===== config.mk =====
export PLATFORM = sky130hd
export DESIGN_NAME = time_slot_calculation
export DESIGN_NICKNAME = d
export VERILOG_FILES = /design/src/rtl/time_slot_calculation_pkg.sv /design/src/rtl/time_slot_calculation_boundary_detect.sv /design/src/rtl/time_slot_calculation.sv
export SDC_FILE = /design/constraint.sdc
export NUM_CORES = 1
export LEC_CHECK = 0
export CAP_MARGIN = 20
export CORE_ASPECT_RATIO = 0.6
export CORE_MARGIN = 5
export CORE_UTILIZATION = 46
export CTS_CLUSTER_SIZE = 24
export DETAILED_ROUTE_END_ITERATION = 10
export GPL_ROUTABILITY_DRIVEN = 0
export PLACE_DENSITY = 0.88
export SETUP_SLACK_MARGIN = 0.3
export SYNTH_ARGS = -nofsm -noshare
export SYNTH_HDL_FRONTEND = slang
export SYNTH_SLANG_ARGS = --single-unit
export TNS_END_PERCENT = 20

===== constraint.sdc =====
create_clock -name i_clk -period 2.6 [get_ports i_clk]
set_clock_uncertainty 0.15 [all_clocks]
set_input_delay 0.52 -clock i_clk [delete_from_list [all_inputs] [get_ports i_clk]]
set_output_delay 0.52 -clock i_clk [all_outputs]
set_load 0.05 [all_outputs]

===== src/rtl/time_slot_calculation_pkg.sv =====
// Shared definitions for the time-slot calculation block: FSM encoding,
// slot-length shift constants and default widths.
package time_slot_calculation_pkg;

  // Slot length is 2^(BASE_SHIFT + sel) ns; sel saturates at MAX_SEL.
  localparam int BASE_SHIFT = 10;
  localparam int MAX_SEL    = 11;

  localparam int DEF_TIME_W = 48;
  localparam int DEF_SLOT_W = 10;

  typedef enum logic [1:0] {
    ST_IDLE = 2'd0,
    ST_SYNC = 2'd1,
    ST_RUN  = 2'd2
  } slot_state_t;

  // Saturate the raw slot-length select to the largest supported value.
  function automatic logic [3:0] clamp_sel(input logic [3:0] sel);
    return (sel > 4'(MAX_SEL)) ? 4'(MAX_SEL) : sel;
  endfunction

endpackage


===== src/rtl/time_slot_calculation_boundary_detect.sv =====
// slot_boundary_detect: watches the slot-length bit of the synchronised time
// and strobes for one cycle whenever it toggles. A boundary is only honoured
// once one cycle of history exists after reset.
// Optional macro TIME_SLOT_JUMP_DETECT_EN adds a time-discontinuity flag.
module slot_boundary_detect
  import time_slot_calculation_pkg::*;
#(
  parameter int TIME_W = DEF_TIME_W
) (
  input  logic              clk,
  input  logic              rst,
  input  logic [TIME_W-1:0] syn_clk,
  input  logic [3:0]        sel,
`ifdef TIME_SLOT_JUMP_DETECT_EN
  output logic              time_jump,
`endif
  output logic              boundary
);

  localparam int POS_W = $clog2(TIME_W);

  logic [POS_W-1:0] bit_pos;
  logic             cur_bit;
  logic             prev_bit;
  logic             hist_valid;

  assign bit_pos  = POS_W'(BASE_SHIFT) + POS_W'(sel);
  assign cur_bit  = syn_clk[bit_pos];
  assign boundary = hist_valid & (cur_bit ^ prev_bit);

  // Remember last cycle's slot bit and note that history is now available.
  always_ff @(posedge clk or posedge rst) begin
    if (rst) begin
      prev_bit   <= 1'b0;
      hist_valid <= 1'b0;
    end else begin
      prev_bit   <= cur_bit;
      hist_valid <= 1'b1;
    end
  end

`ifdef TIME_SLOT_JUMP_DETECT_EN
  logic [TIME_W-1:0] prev_time;
  logic [TIME_W-1:0] step;
  logic [TIME_W-1:0] slot_len;

  assign step      = syn_clk - prev_time;
  assign slot_len  = TIME_W'(1) << bit_pos;
  assign time_jump = hist_valid & ((syn_clk < prev_time) | (step > slot_len));

  // Keep the previous time sample to measure the per-cycle step.
  always_ff @(posedge clk or posedge rst) begin
    if (rst) prev_time <= '0;
    else     prev_time <= syn_clk;
  end
`endif

endmodule


===== src/rtl/time_slot_calculation.sv =====
// time_slot_calculation: derives the current gate-control slot index from the
// global synchronised time. IDLE/SYNC/RUN FSM with a registered index, a
// one-cycle switch pulse and a valid flag.
// Optional macro TIME_SLOT_JUMP_DETECT_EN adds o_time_jump and forces a
// resync when the time steps backwards or forward by more than one slot.
module time_slot_calculation
  import time_slot_calculation_pkg::*;
#(
  parameter int TIME_W = DEF_TIME_W,
  parameter int SLOT_W = DEF_SLOT_W
) (
  input  logic              i_clk,
  input  logic              i_rst,
  input  logic [TIME_W-1:0] iv_syn_clk,
  input  logic              i_enable,
  input  logic [3:0]        iv_slot_len_sel,
  input  logic [SLOT_W-1:0] iv_slot_period,
`ifdef TIME_SLOT_JUMP_DETECT_EN
  output logic              o_time_jump,
`endif
  output logic [SLOT_W-1:0] ov_time_slot,
  output logic              o_time_slot_switch,
  output logic              o_slot_valid
);

  slot_state_t       state, state_next;
  logic [3:0]        eff_sel, sel_q;
  logic [SLOT_W-1:0] eff_period, period_q, last_idx;
  logic [SLOT_W-1:0] slot_idx, idx_next;
  logic              switch_q, switch_next;
  logic              cfg_change;
  logic              boundary;

  assign eff_sel    = clamp_sel(iv_slot_len_sel);
  assign eff_period = (iv_slot_period == '0) ? SLOT_W'(1) : iv_slot_period;
  assign last_idx   = eff_period - SLOT_W'(1);
  assign cfg_change = (eff_sel != sel_q) || (eff_period != period_q);

`ifdef TIME_SLOT_JUMP_DETECT_EN
  logic time_jump, jump_q, jump_next;

  slot_boundary_detect #(.TIME_W(TIME_W)) u_detect (
    .clk       (i_clk),
    .rst       (i_rst),
    .syn_clk   (iv_syn_clk),
    .sel       (eff_sel),
    .time_jump (time_jump),
    .boundary  (boundary)
  );

  assign o_time_jump = jump_q;
`else
  slot_boundary_detect #(.TIME_W(TIME_W)) u_detect (
    .clk      (i_clk),
    .rst      (i_rst),
    .syn_clk  (iv_syn_clk),
    .sel      (eff_sel),
    .boundary (boundary)
  );
`endif

  assign ov_time_slot       = slot_idx;
  assign o_time_slot_switch = switch_q;
  assign o_slot_valid       = (state == ST_RUN);

  // Shadow the effective configuration so a change can be seen one cycle on.
  always_ff @(posedge i_clk or posedge i_rst) begin
    if (i_rst) begin
      sel_q    <= '0;
      period_q <= '0;
    end else begin
      sel_q    <= eff_sel;
      period_q <= eff_period;
    end
  end

  // FSM state register.
  always_ff @(posedge i_clk or posedge i_rst) begin
    if (i_rst) state <= ST_IDLE;
    else       state <= state_next;
  end

  // Next state, next index and pulse requests; config change beats a boundary.
  always_comb begin
    state_next  = state;
    idx_next    = slot_idx;
    switch_next = 1'b0;
`ifdef TIME_SLOT_JUMP_DETECT_EN
    jump_next   = 1'b0;
`endif
    if (!i_enable) begin
      state_next = ST_IDLE;
      idx_next   = '0;
    end else begin
      case (state)
        ST_IDLE: begin
          state_next = ST_SYNC;
          idx_next   = '0;
        end
        ST_SYNC: begin
          idx_next = '0;
          if (boundary && !cfg_change) begin
            state_next  = ST_RUN;
            switch_next = 1'b1;
          end
        end
        ST_RUN: begin
          if (cfg_change) begin
            state_next = ST_SYNC;
            idx_next   = '0;
          end
`ifdef TIME_SLOT_JUMP_DETECT_EN
          else if (time_jump) begin
            state_next = ST_SYNC;
            idx_next   = '0;
            jump_next  = 1'b1;
          end
`endif
          else if (boundary) begin
            switch_next = 1'b1;
            idx_next    = (slot_idx >= last_idx) ? '0 : slot_idx + SLOT_W'(1);
          end
        end
        default: begin
          state_next = ST_IDLE;
          idx_next   = '0;
        end
      endcase
    end
  end

  // Registered slot index and one-cycle pulses.
  always_ff @(posedge i_clk or posedge i_rst) begin
    if (i_rst) begin
      slot_idx <= '0;
      switch_q <= 1'b0;
`ifdef TIME_SLOT_JUMP_DETECT_EN
      jump_q   <= 1'b0;
`endif
    end else begin
      slot_idx <= idx_next;
      switch_q <= switch_next;
`ifdef TIME_SLOT_JUMP_DETECT_EN
      jump_q   <= jump_next;
`endif
    end
  end

endmodule


# Yosys cells after proc, flatten, opt, wreduce, memory -nomap -nowiden
# Cells that the tools add are included.
# Widths: inputs -> output; s select.
# totals
register_bits	29
input_bits	65
out_inout_bits	12
# classes
n_addsub	3
order_cmp	3
eq_ne	7
muxes	18
n_bitwise	2
reduce_logical	6
# op_table
operator	n
$mux 10	6
$add 10x1->10 const B	1
$ge 10x10->1	1
$logic_not 10->1	1
$ne 10x10->1	1
$sub 10x1->10 const B	1
$lt 6x7->1 const B	1
$bmux 1 s6	1
$mux 2	3
$pmux 2 s3	1
$add 4x4->5 const A	1
$mux 1	5
$gt 4x4->1 const B	1
$mux 4	1
$ne 4x2->1 const B	1
$ne 4x4->1	1
$ne 3x2->1 const B	1
$ne 3x3->1 const B	1
$eq 2x1->1 const B	1
$eq 2x2->1 const B	1
$logic_not 2->1	1
$pmux 1 s2	1
$reduce_and 2->1	1
$and 1x1->1	1
4 further kinds	4

# Depth between registers and ports, before layout
# Gate-level depths: netlist (run 1).
# depth
depth_word	11
depth_mapped	15
depth_no_buf	14

# Hierarchy
# From an unflattened synthesis (run 1), not the netlist that was laid out.
# unflattened
cells_unflattened	237
hier_area_um2	2230.9
# by_module_without_submodules
mod	instances	cells_each	area_per_inst_um2
time_slot_calculation	1	201	1846.8
slot_boundary_detect	1	36	384.1

# Worst setup path after synthesis (run 1)
# OpenSTA, ideal clock, no wires.
# synth_path
path_type	input to register
startpoint	in iv_slot_period[4]
endpoint	reg slot_idx[8] (netlist: ov_time_slot[8])
setup_ns	0.093
t_arrival_ns	3.740
required_ns	2.357
slack_ns	-1.382
cell_stages	14
cell_sequence	buf_6 > or4_4 > o31a_1 > ha_1 > nand2_1 > nor3_1 > xnor2_1 > ha_1 > a21o_1 > a211oi_1 > o211ai_1 > a2111oi_4 > nand2_2 > o31ai_2
# synth_between
elab_chain_len	9
elab_cells_between_ends	12
cone_classes	1 x add/sub; 1 x order compare; 2 x eq/ne; 6 x mux; 2 x reduce/logical
# synth_lines
item	line_no	rtl
from (decl)	time_slot_calculation.sv:17	input logic [SLOT_W-1:0] iv_slot_period,
$logic_not 10->1	time_slot_calculation.sv:35	assign eff_period = (iv_slot_period == '0) ? SLOT_W'(1) : iv_slot_period;
$mux 10 (*)	time_slot_calculation.sv:35	
$sub 10x1->10	time_slot_calculation.sv:36	assign last_idx = eff_period - SLOT_W'(1);
$ge 10x10->1	time_slot_calculation.sv:121	idx_next = (slot_idx >= last_idx) ? '0 : slot_idx + SLOT_W'(1);
$mux 10	time_slot_calculation.sv:121	
$mux 10	time_slot_calculation.sv:119	else if (boundary) begin
$mux 10	time_slot_calculation.sv:108	if (cfg_change) begin
$mux 10	time_slot_calculation.sv:95	case (state)
$mux 10	time_slot_calculation.sv:91	if (!i_enable) begin
to (signal assigned)	time_slot_calculation.sv:141	slot_idx <= idx_next;
to (decl)	time_slot_calculation.sv:29	logic [SLOT_W-1:0] slot_idx, idx_next;
# Every way passes the cells marked *; elsewhere a longest branch is shown, timed or not. The select of a mux whose other input is x is not followed.
# A chain may end at the register's enable or synchronous reset.

# Worst setup path in the final report (run 1)
# layout_path
startpoint	in iv_slot_len_sel[2]
endpoint	reg slot_idx[8] (netlist: ov_time_slot[8])
# layout_between
elab_chain_len	8
elab_cells_between_ends	13
cone_classes	1 x add/sub; 1 x order compare; 2 x eq/ne; 6 x mux; 2 x bitwise; 1 x reduce/logical
# layout_lines
item	line_no	rtl
from (decl)	time_slot_calculation.sv:16	input logic [3:0] iv_slot_len_sel,
$gt 4x4->1	time_slot_calculation_pkg.sv:20	return (sel > 4'(MAX_SEL)) ? 4'(MAX_SEL) : sel;
$mux 4 (*)	time_slot_calculation_pkg.sv:20	
net eff_sel[2]	time_slot_calculation.sv:27	logic [3:0] eff_sel, sel_q;
$add 4x4->5	time_slot_calculation_boundary_detect.sv:27	assign bit_pos = POS_W'(BASE_SHIFT) + POS_W'(sel);
$bmux 1 s6	time_slot_calculation_boundary_detect.sv:28	assign cur_bit = syn_clk[bit_pos];
$mux 1 (not written as such)	time_slot_calculation_boundary_detect.sv:28	
$xor 1x1->1	time_slot_calculation_boundary_detect.sv:29	assign boundary = hist_valid & (cur_bit ^ prev_bit);
$and 1x1->1	time_slot_calculation_boundary_detect.sv:29	
$ne 4x2->1 (no line)	n/a	
# Mark *: on every way through the listed nets, which the timed path passes. The rest lies on a longest branch. The select of a mux whose other input is x is not followed.

==> key figures, run 1 <==
Detailed routing
  – Via density: 5.79
  – DR iter-0 viols: 178
  – Drt first pass iters: 5
  – Routed len/inst: 18.0 um
  – Drt drc: 0
  – Drt total wl: 7450 um
  – DR vias: 2396
  – Final ANT Viol Nets: 0

Final layout
  – Fillers: 318
  – Final net count: 434
  – ANT cells: 0
  – Final core occ: 72.2%
  – Area Overhead vs Synth: 47.5%
  – Share of cells above drive strength 1: 24.5%

Floorplan
  – Initial Util: 48.9%
  – FP Rows: 19
  – Die Wd: 101 um
  – Core footprint: 4680 sq um
  – Die ar.: 6540 sq um
  – Num ports: 77
  – Die height: 64.7 um

Worst setup path
  – CP Buf/Inv Count: 4
  – Critical-path top delay cell: nor4_1
  – CP peak stage delay: 0.58 ns
  – Cells along the critical path: clkdlybuf4s50_1, buf_4, nor2b_2, ha_4, inv_1, ha_1, nor4_1, a2111oi_2, buf_4, a2111o_2, a21bo_1, o31ai_4
  – CP Capture Type: flip-flop
  – Worst setup SP type: input pin
  – Most frequent CP cell: buf_4
  – Worst setup path category: input pin to flip-flop
  – Worst-path fanout max: 10
  – Worst EP required: 2.64 ns
  – Critical Path AT: 3.68 ns
  – Largest delay share family, worst path: compound AO/OA/AOI/OAI gates

Power and ir drop
  – Max rail drop VDD: 0.000269 V
  – PnR Total Power: 1.34 mW
  – Lkg Pwr: 1.50 nW
  – Power per cell area: 396 nW/um^2

Logic synthesis
  – Post-synth cell types: 49
  – Main area contributors after synthesis: dfrtp_1, ha_1, mux2i_1
  – Synth warn: 0
  – Number of synthesized flops with an enable pin: 0
  – Number of synthesized register bits: 29
  – Post-synth ARST share: 100%
  – Syn Inst Count: 262
  – Avg Inst Size Synth: 8.75 sq um
  – Most frequent cell after synthesis: dfrtp_1
  – Net Count, Synth: 345
  – Post-Syn Area: 2290 sq um
  – Synth cell count leaders: dfrtp_1, nand2_1, inv_1, ha_1, o21ai_0
  – Largest area contributor in the netlist: dfrtp_1
  – Yosys top cell area share: 31.7%
  – Seq/Total Area, Yosys: 31.7%
  – Synth Flop Type: dfrtp_1

Clock tree
  – CTS tree: built
  – Clock Pin Slew Worst Setup and Hold Paths: 0.06 ns
  – Worst-Skew Late Latency: 0.28 ns
  – CTS Buffer Depth: 2
  – CTS buffer count: 5
  – Hold_buf cts: 0
  – H-tree levels: 2
  – Clock sinks: 29
  – Clock Tree Root: clkbuf_8

Global route
  – Vias in the first global route: 2381
  – Initial antenna violation count: 0
  – Global Route Usage Sum: 21.8%
  – Total gr overflow: 0
  – First-pass GRT wire length: 11200 um
  – Largest net degree at the start of global routing: 30

STA
  – Worst setup margin: -1.04 ns
  – Slew HR: 59.4%
  – Final period util: 140%
  – Setup TNS: -11.73 ns
  – Setup violators final: 14
  – Slew Limit Fails: 0
  – Achievable Freq: 275 MHz
  – Final hold violations: 0
  – Minimum clock period: 3.64 ns
  – Unrepaired setup endpoints after global routing: yes
  – Actual slew at the worst max-slew pin: 0.604 ns

Run status
  – Failing checks: setup timing
  – Outcome: finished, violations left

Flow run
  – MaxCap Viol Count: 0

Placed design
  – HPWL after DPL: 5320 um
  – I/O Buffers: 60

Min path
  – Min-delay worst type: input pin to flip-flop
worst reg2reg max path, stage by stage, from the launching register on:
cell       delay [ns]
dfrtp_1          0.45
ha_1             0.35
a21oi_2          0.17
o21ai_1          0.09
a21oi_1          0.14
o211ai_1         0.14
a2111oi_4        0.43
nand2_2          0.22
o31ai_4          0.21
registers in the layout, indices dropped and copies added (netlist names):
name,cells
ov_time_slot,10
sel_q,4
o_time_slot_switch,1
state,2
period_q,10
u_detect.hist_valid,1
u_detect.prev_bit,1
cells by family after synthesis:
logic type,share of synthesized area (%)
fa+ha+maj,9.83
xor+xnor,7.64
buf+inv,7.53
other cells,0.164
compound gates,19.1
mux,5.79
flops,31.7
simple gates,18.3
placed cells by master (no fill, tap or decap), types with 3 or more instances in the layout:
| master | netlist | layout |
|---|---|---|
| buf_4 | 2 | 43 |
| o21ai_1 | 0 | 4 |
| nand2b_1 | 10 | 10 |
| inv_1 | 19 | 19 |
| a21oi_1 | 8 | 7 |
| nor2_1 | 13 | 13 |
| o21ai_0 | 17 | 12 |
| nand2_1 | 23 | 22 |
| ha_1 | 18 | 16 |
| dlymetal6s2s_1 | 0 | 3 |
| nor4_1 | 6 | 6 |
| buf_6 | 1 | 4 |
| mux2i_1 | 11 | 11 |
| clkbuf_8 | 0 | 6 |
| nor2b_1 | 4 | 3 |
| nand3_1 | 10 | 9 |
| nor3_1 | 5 | 4 |
| a221o_1 | 4 | 4 |
| o211ai_1 | 6 | 6 |
| xnor2_1 | 12 | 11 |
| clkdlybuf4s50_1 | 0 | 47 |
| xor2_1 | 8 | 8 |
| dfrtp_1 | 29 | 29 |
| o221ai_2 | 0 | 3 |
final timing paths:
kind                                    startpoint              end  slack (ns)  depth (start not counted)
worst max-delay path            iv_slot_len_sel[2]  ov_time_slot[8]       -1.04                         12
worst min-delay path             iv_slot_period[6]      period_q[6]        0.33                          2
worst max register to register     ov_time_slot[2]  ov_time_slot[8]        0.18                          8
worst min register to register            state[1]         state[1]        0.41                          2
max in group asynchronous                    i_rst  ov_time_slot[6]        1.56                          3
min in group asynchronous                    i_rst      period_q[0]        0.46                          3
power breakdown:
group | total [mW] | switching [mW] | internal (mW)
clock | 0.378 | 0.168 | 0.210
combinational | 0.464 | 0.229 | 0.235
sequential | 0.498 | 0.0197 | 0.479
area by class of cell:
class | instances | area (sq um) | share of cell area (%)
Clock buffer | 7 | 86.3 | 2.55
Timing Repair Buffer | 103 | 915 | 27.1
Multi-Input combinational cell | 193 | 1500 | 44.5
Inverter | 19 | 71.3 | 2.11
Tap cell | 63 | 78.8 | 2.33
Sequential cell | 29 | 726 | 21.5
metal layers:
layer / part of all wire [%] / wire [um] / GRT usage (%)
met3: 7.5 / 559 / 5.36
met1: 42 / 3120 / 27.9
met4: 2.0 / 148 / 6.14
met2: 49 / 3620 / 36.7
met5: 0 / 0 / 0
stage by stage:
step,std cells,hold WS (ns),setup slack (ns),cell area (sq um)
floorplan,262,0.371,-1.18,2320
global placement,404,0.396,-1.46,3190
detailed placement,404,0.407,-1.54,3190
CTS,414,0.334,-0.991,3290
global route,414,0.335,-1.16,3380
finish,414,0.326,-1.04,3380
timing repair:
item,4_1_cts,5_1_grt
pin swaps,15,15
resized for setup,34,25
buffers inserted,3,0
hold endpoints to repair,0,0
setup endpoints to repair,15,17
Power figures use the tool's default switching activity.
==> run 2: changes to the inputs <==
SKIP_LAST_GASP = 1   (was not set)
==> run 2 against run 1 <==
  * The run still ends with setup timing left
  * Fmax rose by 1.2%
  * Sequential power hardly changed
  * Combinational power shrank 4.3%
  * Worst setup slack improved by 0.042 ns
  * Cell count unchanged
  * Worst hold slack got worse by 0.0020 ns
  * Critical endpoint unchanged
  * Largest cell class unchanged
  * Highest routed layer unchanged
==> key figures, run 2 (same netlist as run 1, synthesis figures left out) <==
Run status
  – Outcome: finished, violations left
  – Failing checks: setup timing

Detailed routing
  – Routed len/inst: 17.2 um
  – DR iter-0 viols: 149
  – Highest routed layer: met4
  – Routed wl met2: 3430 um
  – Drt total wl: 7140 um
  – DR vias: 2374
  – Final ANT Viol Nets: 0
  – DRT met1 WL: 3010 um
  – Via density: 5.73
  – Met3 routed WL: 559 um
  – Drt drc: 0
  – Drt first pass iters: 5

Final layout
  – Final net count: 434
  – Fillers: 337
  – Share of cells above drive strength 1: 22.2%
  – Most frequent cells in the layout: clkdlybuf4s50_1, buf_4, dfrtp_1
  – Most common cell after layout, fill and taps aside: clkdlybuf4s50_1
  – ANT cells: 0
  – Area Overhead vs Synth: 45.6%

Worst setup path
  – Worst setup path category: input pin to flip-flop
  – CP peak stage delay: 0.53 ns
  – Worst EP required: 2.64 ns
  – Most frequent CP cell: buf_4
  – R2R cell count: 9
  – CP Buf/Inv Count: 3
  – Cells along the critical path: buf_6, or4_4, o31a_1, buf_4, buf_4, nand2_1, nor4_1, xnor2_1, ha_1, a211oi_2, o211ai_1, a2111oi_4, nand2_2, o31ai_4
  – CP Capture Type: flip-flop
  – Critical Path AT: 3.64 ns
  – Worst setup SP type: input pin
  – Crit. path cell count: 14
  – Critical-path top delay cell: or4_4
  – Largest delay share family, worst path: compound AO/OA/AOI/OAI gates
  – Worst-path fanout max: 6

Global route
  – Initial antenna violation count: 0
  – First-pass GRT wire length: 11200 um
  – Largest net degree at the start of global routing: 30
  – Total gr overflow: 0
  – Vias in the first global route: 2385
  – Global Route Usage Sum: 21.7%

Power and ir drop
  – Max rail drop VDD: 0.000266 V
  – Sw Pwr: 407 uW
  – Switching power share of the total: 30.8%
  – Int Power: 914 uW
  – Power per cell area: 396 nW/um^2
  – Combinational share of power: 33.6%
  – Reg power frac: 37.7%
  – Lkg Pwr: 1.44 nW
  – PnR Total Power: 1.32 mW
  – Clock network fraction of design power: 28.7%

STA
  – Final hold violations: 0
  – Final period util: 138%
  – Achievable Freq: 278 MHz
  – Worst setup margin: -0.993 ns
  – Minimum clock period: 3.59 ns
  – Setup TNS: -12.36 ns
  – Setup violators final: 14
  – Slew Limit Fails: 0
  – Hold WS: 0.324 ns
  – Unrepaired setup endpoints after global routing: yes
  – Slew HR: 64.4%
  – Actual slew at the worst max-slew pin: 0.532 ns

Clock tree
  – CTS Buffer Depth: 2
  – CTS tree: built
  – CTS buffer count: 5
  – Worst-Skew Late Latency: 0.28 ns
  – H-tree levels: 2
  – Hold_buf cts: 0
  – Clock sinks: 29
  – Clock Pin Slew Worst Setup and Hold Paths: 0.06 ns
  – Clock Tree Root: clkbuf_8

Floorplan
  – FP Rows: 19
  – Num ports: 77
  – Initial Util: 48.9%
  – Die Wd: 101 um
  – Core footprint: 4680 sq um
  – Die ar.: 6540 sq um
  – Die height: 64.7 um

Min path
  – Min-Delay Path Depth: 2
  – Min-delay worst type: input pin to flip-flop

Flow run
  – MaxCap Viol Count: 0

Placed design
  – DP Worst Slack: -1.54 ns
  – HPWL after DPL: 5320 um
  – I/O Buffers: 60
run 2: cell types whose count changed in the layout (fill, tap and decap cells not counted), moves of 2 or more:
| cell | delta |
|---|---|
| o21ai_0 | +3 |
| o21ai_1 | -3 |
| dlymetal6s2s_1 | -3 |
| a21o_1 | +2 |
| clkdlybuf4s50_1 | +4 |
run 2: worst paths after layout:
path / startpoint / to / slack (ns)
min reg2reg: state[1] / state[1] / 0.41
max: iv_slot_period[6] / ov_time_slot[8] / -0.99
max reg2reg: ov_time_slot[0] / ov_time_slot[8] / 0.20
max in group asynchronous: i_rst / state[1] / 1.56
min in group asynchronous: i_rst / period_q[0] / 0.46
min: iv_slot_period[6] / period_q[6] / 0.32
run 2: through the flow:
| step | cell area (sq um) | utilization (%) | cells |
|---|---|---|---|
| final | 3340 | 71.3 | 414 |
| after global routing | 3340 | 71.3 | 414 |
| after CTS | 3290 | 70.2 | 414 |
| after detailed placement | 3190 | 68.0 | 404 |
| after global placement | 3190 | 68.0 | 404 |
| after floorplan | 2320 | - | 262 |
run 2: metal layers:
| metal | vias up | global-route usage [%] |
|---|---|---|
| met5 | - | 0 |
| met4 | 0 | 6.14 |
| met3 | 15 | 5.36 |
| met2 | 125 | 36.7 |
| met1 | 1130 | 27.8 |
| li1 | 1104 | - |
run 2: worst reg2reg max path, cell delays in order, from the launching register on:
cell and delay, ns:
dfrtp_1 0.40, inv_1 0.12, ha_1 0.32, nor2b_1 0.12, o21ai_1 0.08, a21oi_1 0.13, o211ai_1 0.14, a2111oi_4 0.43
nand2_2 0.22, o31ai_4 0.20
run 2: power by group through the flow:
stage	Combinational (mW)	Clock (mW)	Sequential [mW]
final	0.444	0.379	0.498
after global routing	0.487	0.401	0.501
after CTS	0.436	0.379	0.498
after detailed placement	0.429	0	0.505
after global placement	0.411	0	0.504
after floorplan	0.253	0	0.501
run 2: timing repair:
| item | in CTS | in global routing |
|---|---|---|
| buffers inserted | 3 | 0 |
| resized for setup | 28 | 15 |
| pin swaps | 14 | 15 |
| endpoints found under the setup margin | 15 | 18 |
| cloned | 0 | 0 |
run 2: cell type report:
class / count / area [sq um] / area share, %
inverter: 19 / 71.3 / 2.14
timing repair buffer: 103 / 908 / 27.2
clock buffer: 7 / 86.3 / 2.59
sequential: 29 / 726 / 21.7
tap: 63 / 78.8 / 2.36
multi-input combinational: 193 / 1470 / 43.9
==> run 3: changes to the inputs <==
TNS_END_PERCENT = not set   (was 20)
==> run 3 against run 2 <==
  * The run still ends with setup timing left
  * Cell count is 3.1% higher
  * Flip-flop and latch count stayed put
  * Register-to-register slack worse by 0.43 ns
  * Fmax is 5.0% lower
  * Critical path type unchanged
  * Sequential power hardly changed
  * Worst hold slack better by 0.0049 ns
  * Non-clock buffer count is 11 higher
  * Power is 8.4% higher
  * First-iteration DRC count is 66% higher
  * Clock-buffer cell count stayed put
  * Routed wire length is 19% higher
==> key figures, run 3 (same netlist as run 1, synthesis figures left out) <==
Worst setup path
  – R2R cell count: 11
  – CP Capture Type: flip-flop
  – Worst setup path category: input pin to flip-flop
  – Worst-path fanout max: 3
  – Worst setup SP type: input pin
  – Critical Path AT: 3.83 ns
  – Worst EP required: 2.65 ns

Floorplan
  – Initial Util: 48.9%
  – Die height: 64.7 um
  – Num ports: 77
  – FP Rows: 19
  – Core footprint: 4680 sq um
  – Die Wd: 101 um
  – Die ar.: 6540 sq um

Detailed routing
  – DR iter-0 viols: 247
  – Final ANT Viol Nets: 0
  – Drt drc: 0
  – Highest routed layer: met4
  – Drt first pass iters: 5
  – Routed wl met2: 3890 um
  – Met3 routed WL: 1020 um
  – Drt total wl: 8510 um
  – DR vias: 2514
  – Via density: 5.89
  – DRT met1 WL: 3440 um
  – Routed len/inst: 19.9 um

Clock tree
  – Hold_buf cts: 0
  – Clock Tree Root: clkbuf_8
  – Worst-Skew Late Latency: 0.29 ns
  – CTS buffer count: 5
  – CTS Buffer Depth: 2
  – H-tree levels: 2
  – Clock Pin Slew Worst Setup and Hold Paths: 0.07 ns
  – CTS tree: built
  – Clock sinks: 29

STA
  – Slew HR: 63.5%
  – Setup violators final: 13
  – Slew Limit Fails: 0
  – Final hold violations: 0
  – Minimum clock period: 3.78 ns
  – Unrepaired setup endpoints after global routing: yes
  – Setup TNS: -11.86 ns
  – Actual slew at the worst max-slew pin: 0.543 ns
  – Achievable Freq: 264 MHz
  – Final period util: 146%
  – Worst setup margin: -1.18 ns

Global route
  – Vias in the first global route: 2568
  – Largest net degree at the start of global routing: 30
  – Initial antenna violation count: 0
  – Total gr overflow: 0
  – First-pass GRT wire length: 12700 um
  – Global Route Usage Sum: 24.8%

Final layout
  – Fin cells: 427
  – Fillers: 269
  – Area Overhead vs Synth: 55.4%
  – Final core occ: 76.1%
  – Design Area, Final: 3560 sq um
  – Most common cell after layout, fill and taps aside: buf_4
  – ANT cells: 0
  – Final net count: 446
  – Share of cells above drive strength 1: 28.6%
  – Most frequent cells in the layout: buf_4, dfrtp_1, clkdlybuf4s50_1

Placed design
  – I/O Buffers: 60
  – Placed inst area: 3240 sq um
  – Cell Count Post-Placement: 404
  – HPWL after DPL: 5320 um

Power and ir drop
  – Max rail drop VDD: 0.000360 V
  – Power per cell area: 402 nW/um^2
  – PnR Total Power: 1.43 mW
  – Lkg Pwr: 1.66 nW

Flow run
  – MaxCap Viol Count: 0

Run status
  – Failing checks: setup timing
  – Outcome: finished, violations left

Min path
  – Min-delay worst type: input pin to flip-flop
  – Min-Delay Path Depth: 2
[run 3: repair_timing]
item / CTS / global route
gates cloned: 2 / 0
resized for setup: 87 / 18
pin swaps: 28 / 17
buffers inserted: 10 / 3
setup endpoints to repair: 15 / 18
[run 3: power by group]
group | switching, mW | total, mW | internal [mW] | leakage, nW
clock network | 0.188 | 0.427 | 0.239 | 0.0542
logic | 0.253 | 0.505 | 0.252 | 1.24
registers | 0.0217 | 0.500 | 0.478 | 0.367
[run 3: cell type report]
cell class              count  area, sq um  area share [%]
multi-input cells         194         1550            43.5
clock inverters             1         5.00           0.140
repair buffers            114         1030            29.0
inverters                  19         71.3            2.00
clock buffers               7         96.3            2.70
flip-flops and latches     29          726            20.4
well taps                  63         78.8            2.21
[run 3: worst paths after layout]
kind	startpoint	to	slack (ns)
worst max-delay path	iv_slot_period[4]	ov_time_slot[8]	-1.18
worst min-delay path	iv_slot_period[7]	period_q[7]	0.33
worst max register to register	ov_time_slot[0]	ov_time_slot[8]	-0.23
worst min register to register	state[1]	state[1]	0.43
max in group asynchronous	i_rst	period_q[2]	1.52
min in group asynchronous	i_rst	ov_time_slot[5]	0.49
[run 3: metrics by stage]
step | hold slack [ns] | setup WS [ns]
floorplan | 0.371 | -1.18
finish | 0.329 | -1.18
global placement | 0.392 | -1.47
CTS | 0.334 | -0.991
global route | 0.335 | -1.30
detailed placement | 0.408 | -1.61
[run 3: layer usage]
layer	GRT usage, %	vias to the layer above
met5	0	-
met3	8.04	25
met2	40.0	178
met1	32.0	1181
met4	7.46	0
li1	-	1130
[run 3: critical path, stage by stage]
cell and delay [ns]:
clkdlybuf4s15_1 0.20, or4_4 0.44, o31a_1 0.33, ha_2 0.20, xnor2_1 0.13, ha_1 0.32
a21oi_1 0.15, o21ai_0 0.14, a21oi_1 0.24, o211ai_1 0.18, a2111oi_4 0.45, buf_4 0.21
nand2_2 0.06, a21bo_1 0.21, o31ai_2 0.06
